### src/rtl/word_serializer.sv
// Parallel-in, serial-out stage with a valid/ready input handshake.
// Emits an accepted N-bit word one bit per clock, MSB-first or LSB-first.
module word_serializer #(
  parameter int unsigned N  = 32,
  parameter int unsigned CW = $clog2(N)
) (
  input  logic         clk,
  input  logic         clr,
  input  logic         in_valid,
  output logic         in_ready,
  input  logic [N-1:0] in_data,
  input  logic         in_dir,
  output logic         ser_out,
  output logic         ser_valid,
  output logic         frame_start,
  output logic         frame_done
);

  typedef enum logic [0:0] {StIdle, StShift} state_e;

  state_e        state_q, state_d;
  logic [N-1:0]  sreg_q, sreg_d;
  logic [CW-1:0] cnt_q, cnt_d;
  logic          dir_q, dir_d;

  logic shifting;
  logic last_bit;
  logic accept;

  assign shifting = (state_q == StShift);
  assign last_bit = shifting && (cnt_q == CW'(N - 1));
  assign accept   = in_valid && in_ready;

  // The last-bit cycle also accepts, so frames can run back to back.
  assign in_ready    = (state_q == StIdle) || last_bit;
  assign ser_valid   = shifting;
  assign frame_start = shifting && (cnt_q == '0);
  assign frame_done  = last_bit;
  assign ser_out     = shifting && (dir_q ? sreg_q[N-1] : sreg_q[0]);

  always_comb begin
    state_d = state_q;
    sreg_d  = sreg_q;
    cnt_d   = cnt_q;
    dir_d   = dir_q;
    if (accept) begin
      state_d = StShift;
      sreg_d  = in_data;
      dir_d   = in_dir;
      cnt_d   = '0;
    end else if (shifting) begin
      sreg_d = dir_q ? {sreg_q[N-2:0], 1'b0} : {1'b0, sreg_q[N-1:1]};
      if (last_bit) begin
        state_d = StIdle;
        cnt_d   = '0;
      end else begin
        cnt_d = cnt_q + CW'(1);
      end
    end
  end

  always_ff @(posedge clk) begin
    if (clr) begin
      state_q <= StIdle;
      sreg_q  <= '0;
      cnt_q   <= '0;
      dir_q   <= 1'b0;
    end else begin
      state_q <= state_d;
      sreg_q  <= sreg_d;
      cnt_q   <= cnt_d;
      dir_q   <= dir_d;
    end
  end

endmodule

### config.mk
export PLATFORM = sky130hd
export DESIGN_NAME = word_serializer
export DESIGN_NICKNAME = d
export VERILOG_FILES = /design/src/rtl/word_serializer.sv
export SDC_FILE = /design/constraint.sdc
export NUM_CORES = 1
export LEC_CHECK = 0
export ABC_AREA = 1
export ABC_CLOCK_PERIOD_IN_PS = 2600
export CORE_ASPECT_RATIO = 1.75
export CORE_MARGIN = 2
export CORE_UTILIZATION = 40
export CTS_CLUSTER_DIAMETER = 80
export DETAILED_ROUTE_END_ITERATION = 8
export GPL_TIMING_DRIVEN = 0
export REMOVE_ABC_BUFFERS = 1
export SLEW_MARGIN = 20
export SYNTH_ARGS = -nofsm -noshare
export SYNTH_HDL_FRONTEND = slang
export SYNTH_SLANG_ARGS = --single-unit
### constraint.sdc
create_clock -name clk -period 2.6 [get_ports clk]
set_clock_uncertainty 0.1 [all_clocks]
set_input_delay 0.52 -clock clk [delete_from_list [all_inputs] [get_ports clk]]
set_output_delay 0.52 -clock clk [all_outputs]
set_load 0.03 [all_outputs]
==> results.yml, run 1 <==
layout:
  post-route-util_pct: 50.6
  area_growth_pct: 23.5
  nets: 471
  final_cells: 510
  n_antenna_cell: 0
  layout-drive-gt1-share_pct: 6.25
die:
  start_util_pct: 40.9
  rows: 37
  core_um2: 5830
  die_area_um2: 6630
  die_y_um: 106
  top_level_ports: 41
  die_w_um: 62.4
synthesis:
  synth_simple_gate_area_share_pct: 54.2
  synth_area_per_cell_um2: 5.88
  syn-cell-area_um2: 2390
  synthCells: 406
  synth_area_leader_cell: "nand2_1"
  synth_top_area_share_pct: 35.5
  yosysWarnings: 0
  ys_seq_elements: 39
  synth_cell_types: 18
  synth.area.mux_share_pct: 0
  synth_top_family_by_area: "simple AND/OR/NAND/NOR gates"
  synth-compound-area-share_pct: 2.20
  synthAdderAreaFrac_pct: 2.10
  synth_seq_area_share_pct: 32.7
  synthXorXnorAreaFrac_pct: 0
  ys_top_cells_by_area: "nand2_1 (36%), dfxtp_1 (33%), nand4_1 (8.1%)"
setup_path:
  start_kind: "flop"
  max_stage_delay_ns: 0.67
  path_class: "flop to output port"
  worstPathMaxFanout: 35
  crit_path_end_kind: "output port"
  critPathTopFamily: "buffers and inverters"
  crit_slowest_cell: "clkdlybuf4s50_1"
  rrSetupSlack_ns: 0.24
  r2r_start: "cnt_q[0]$_SDFFE_PP0P_"
  rr_worst_depth: 10
  endpoint: "ser_out"
  r2r_end: "cnt_q[2]$_SDFFE_PP0P_"
  worstPathArrival_ns: 1.86
  path_cells: "buf_12, o21ai_0, nor2_1, clkdlybuf4s50_1"
  critPathLaunch: "ser_valid$_SDFF_PP0_"
  critPathBufInv: 2
  crit_cells: 4
  required_ns: 1.98
detailed_routing:
  wl_per_cell_um: 13.2
  num_vias: 2603
  routed_via_density: 5.10
  first_pass_iters: 4
  drtAntennaViolNets: 0
  wl_um: 6730
  drtIter0Drc: 135
  drc: 0
clocking:
  htree_levels: 2
  cts-root-buf: "clkbuf_8"
  cts_tree: "done"
  clock_latency_ns: 0.30
  clkSinkCount: 39
  clockBufferDepth: 2
  clkTransAtPathRegs_ns: 0.08
  cts_made_buffers: 5
timing:
  final-setup-viol-count: 0
  tightest_slew_ns: 0.785
  relSlewSlack_pct: 47.6
  fmax_mhz: 404
  finalCritPeriodShare_pct: 95.2
  worst_hold_slack_ns: 0.414
  finalHoldViolCount: 0
  rsz0062_at_grt: "no"
  final.setup.worst_slack_ns: 0.125
  drv_slew: 0
  period_needed_ns: 2.48
global_routing:
  grt_max_degree: 38
  grt_usage_pct: 20.8
  grt_pass1_wl_um: 11300
  grt-ovfl-total: 0
  grt_pass1_vias: 2500
  antenna_found_initial: 0
placement:
  io_buffer_count: 40
  dp_hpwl_um: 3830
  post-place-ws_ns: -0.822
  dp.cells: 495
  gp_congestion: 0.750
power:
  ir_drop_uv: 264
  power.density_nw_per_um2: 477
  leakage_nw: 1.48
  power_mw: 1.41
outcome:
  status: "complete, no violations"
hold_path:
  hp-class: "flop to flop"
run:
  maxCapViolations: 0
[logic make-up (layout without fill, tap and decap cells)]
logic type                 count (synthesis)  in the layout
and+or+nand+nor                          310            311
buffers and inverters                     43             68
DFF                                       39             39
AOI/OAI and AO/OA                         10             10
adders and majority gates                  4              4
[sequential cells by signal, summed over array words and instances (netlist names)]
register and count:
dir_q 1, cnt_q 5, sreg_q 32, ser_valid 1
[cell type report]
class	count	area (µm²)
repair buffers	47	480
inverters	12	48.8
repair inverters	1	5.00
fillers	669	2880
clock buffers	8	100
well taps	78	97.6
flip-flops and latches	39	788
multi-input cells	325	1430
[placed cells by master (no fill, tap or decap), types with 5 or more instances in the layout]
master and instances:
nand2_1 226, dfxtp_1 37, nand3_1 36, clkdlybuf4s50_1 36
nand4_1 31, nor2_1 12, inv_1 10, clkbuf_8 7
a21oi_1 5
[stage by stage]
step,area (µm²),setup TNS (ns)
floorplan,2220,-4.71
global placement,2720,-42.68
detailed placement,2760,-5.06
CTS,2900,0
global route,2950,0
finish,2950,0
[per-layer routing]
metal | routed length (µm) | vias up | GRT usage, %
li1 | - | 1348 | -
met1 | 2890 | 1208 | 22.9
met2 | 3580 | 38 | 40.3
met3 | 151 | 9 | 2.75
met4 | 109 | 0 | 6.67
met5 | 0 | - | 0
[worst min path at each step]
stage                               start               endpoint  slack [ns]  cells after the start
global route        cnt_q[2]$_SDFFE_PP0P_  cnt_q[2]$_SDFFE_PP0P_        0.46                      2
detailed placement  cnt_q[3]$_SDFFE_PP0P_  cnt_q[3]$_SDFFE_PP0P_        0.41                      3
finish              cnt_q[3]$_SDFFE_PP0P_  cnt_q[3]$_SDFFE_PP0P_        0.41                      3
floorplan           cnt_q[2]$_SDFFE_PP0P_  cnt_q[2]$_SDFFE_PP0P_        0.37                      2
CTS                 cnt_q[3]$_SDFFE_PP0P_  cnt_q[3]$_SDFFE_PP0P_        0.42                      3
global placement    cnt_q[2]$_SDFFE_PP0P_  cnt_q[2]$_SDFFE_PP0P_        0.39                      2
[worst reg2reg max path, cell delays in order, from the launching register on]
cell,delay (ns)
dfxtp_1,0.34
ha_1,0.23
nand2_1,0.09
nor2_2,0.05
ha_1,0.17
inv_1,0.22
nand2_8,0.09
buf_12,0.13
nand2_2,0.50
nand3_1,0.21
a21oi_1,0.17
[report_power, final]
group	switching [mW]	internal (mW)	leakage (nW)
Clock	0.221	0.242	0.0515
Combinational	0.157	0.118	1.11
Sequential	0.0387	0.629	0.321
[cells in the mapped netlist]
library cell  number
a21oi_1            5
a22oi_1            1
buf_1              4
buf_2             18
buf_4              5
buf_6              1
clkbuf_1           3
dfxtp_1           39
ha_1               4
inv_1             12
nand2_1          226
nand2_2            2
nand3_1           36
nand4_1           31
nor2_1            13
nor2_2             1
nor3_1             1
o21ai_0            4
[what timing repair did]
item,in CTS,in global routing
setup endpoints to repair,40,5
hold buffers,0,0
pin swaps,0,1
cloned,1,1
resized for setup,10,4
buffers inserted,1,4
Power figures use the tool's default switching activity.
==> run 2, diff against run 1 <==
--- a/config.mk
+++ b/config.mk
@@ -8,7 +8,6 @@
 export ABC_AREA = 1
 export ABC_CLOCK_PERIOD_IN_PS = 2600
 export CORE_ASPECT_RATIO = 1.75
-export CORE_MARGIN = 2
 export CORE_UTILIZATION = 40
 export CTS_CLUSTER_DIAMETER = 80
 export DETAILED_ROUTE_END_ITERATION = 8
==> constraint.sdc (replaced) <==
create_clock -name clk -period 2.6 [get_ports clk]
set_clock_uncertainty 0.1 [all_clocks]
set_input_delay 0.39 -clock clk [delete_from_list [all_inputs] [get_ports clk]]
set_output_delay 0.39 -clock clk [all_outputs]
set_load 0.03 [all_outputs]
==> results.yml, run 2 (synthesis results as in run 1) <==
clocking:
  clkSinkCount: 39
  clock_latency_ns: 0.29
  ctsHoldBuffers: 0
  clockBufferDepth: 2
  clkTransAtPathRegs_ns: 0.07
  postCtsSetupRepairBufs: 0
  cts-root-buf: "clkbuf_8"
  cts_tree: "done"
  htree_levels: 2
  cts_made_buffers: 5
global_routing:
  grt_usage_pct: 21.2
  antenna_found_initial: 0
  grt_pass1_vias: 2479
  grt_pass1_wl_um: 10700
  grt-ovfl-total: 0
  grt_max_degree: 45
detailed_routing:
  drc: 0
  wl_per_cell_um: 12.1
  drtIter0Drc: 148
  wl_um: 6030
  drtAntennaViolNets: 0
  first_pass_iters: 4
  routed_via_density: 5.05
  num_vias: 2525
die:
  die_w_um: 60.4
  start_util_pct: 42.1
  die_y_um: 104
  die_area_um2: 6300
  core_um2: 5680
  top_level_ports: 41
  rows: 36
layout:
  mostFrequentLayoutCells: "nand2_1 (226), dfxtp_1 (37), nand3_1 (36), clkdlybuf4s50_1 (36), nand4_1 (31)"
  final_cells: 500
  n_antenna_cell: 0
  area_growth_pct: 19.7
  layout_commonest_cell: "nand2_1"
  largest_reg_flops: 32
  regMostFlops: "sreg_q"
  reg_top3: "sreg_q (32), cnt_q (5)"
  nets: 465
  layout-drive-gt1-share_pct: 3.77
timing:
  finalCritPeriodShare_pct: 93.8
  rsz0062_at_grt: "no"
  relSlewSlack_pct: 47.1
  finalSetupTns_ns: 0
  finalHoldViolCount: 0
  final-setup-viol-count: 0
  tightest_slew_ns: 0.792
  period_needed_ns: 2.44
  drv_slew: 0
  fmax_mhz: 410
setup_path:
  rrSetupSlack_ns: 0.30
  critPathLaunch: "cnt_q[0]$_SDFFE_PP0P_"
  required_ns: 2.11
  worstPathMaxFanout: 37
  path_class: "flop to output port"
  start_kind: "flop"
  r2r_start: "cnt_q[0]$_SDFFE_PP0P_"
  rr_worst_depth: 9
  worstPathArrival_ns: 1.95
  r2r_end: "cnt_q[2]$_SDFFE_PP0P_"
  crit_path_end_kind: "output port"
placement:
  dp_hpwl_um: 3730
  io_buffer_count: 40
  dp.cells: 493
  gp_congestion: 0.766
hold_path:
  hp-class: "flop to flop"
  hold_start: "cnt_q[2]$_SDFFE_PP0P_"
  hold_end: "cnt_q[2]$_SDFFE_PP0P_"
  min_path_cells: 2
power:
  ir_drop_uv: 211
  leakage_nw: 1.45
  power.density_nw_per_um2: 457
outcome:
  status: "complete, no violations"
run:
  maxCapViolations: 0
-- run 2: metrics by stage --
step | hold slack [ns] | cell area (µm²) | total power [mW] | utilization (%) | setup WS (ns)
3_3_place_gp | 0.392 | 2720 | 0.929 | 47.9 | -1.04
4_1_cts | 0.403 | 2850 | 1.32 | 50.2 | 0.0239
2_1_floorplan | 0.359 | 2220 | 0.810 | - | -0.211
3_5_place_dp | 0.393 | 2760 | 0.940 | 48.6 | -0.685
5_1_grt | 0.424 | 2860 | 1.39 | 50.4 | 0.0204
6_report | 0.401 | 2860 | 1.31 | 50.4 | 0.162
-- run 2: worst max-delay path by stage --
stage,slack (ns),to
finish,0.16,in_ready
global route,0.02,in_ready
CTS,0.02,in_ready
detailed placement,-0.69,ser_out
global placement,-1.04,sreg_q[31]$_SDFFE_PP0P_
floorplan,-0.21,cnt_q[2]$_SDFFE_PP0P_
-- run 2: timing repair --
action                                  4_1_cts  5_1_grt
pin swaps                                     0        0
cloned                                        1        0
endpoints found under the setup margin       39        2
resized for setup                             6        3
-- run 2: per-layer routing --
metal | global-route usage (%) | vias up | share of wire (%)
met3 | 2.99 | 4 | 3.0
met5 | 0 | - | 0
met2 | 39.2 | 42 | 52
met4 | 4.38 | 0 | 0.81
met1 | 24.5 | 1148 | 44
li1 | - | 1331 | -
-- run 2: cell type report --
class / count / area (µm²)
inverter: 12 / 48.8
timing repair buffer: 42 / 437
timing repair inverter: 1 / 5.00
clock buffer: 6 / 72.6
multi-input combinational: 324 / 1420
fill: 659 / 2820
tap: 76 / 95.1
sequential: 39 / 786
-- run 2: power by group --
part | switching [mW] | internal [mW]
logic | 0.150 | 0.110
clock network | 0.202 | 0.179
registers | 0.0352 | 0.630
total | 0.388 | 0.919
-- run 2: worst max-delay path: stages, from the launching register on --
cell,delay (ns)
dfxtp_1,0.37
ha_1,0.20
nand2_1,0.06
nor2_1,0.15
ha_1,0.17
inv_1,0.09
nand2_8,0.21
clkdlybuf4s15_1,0.41
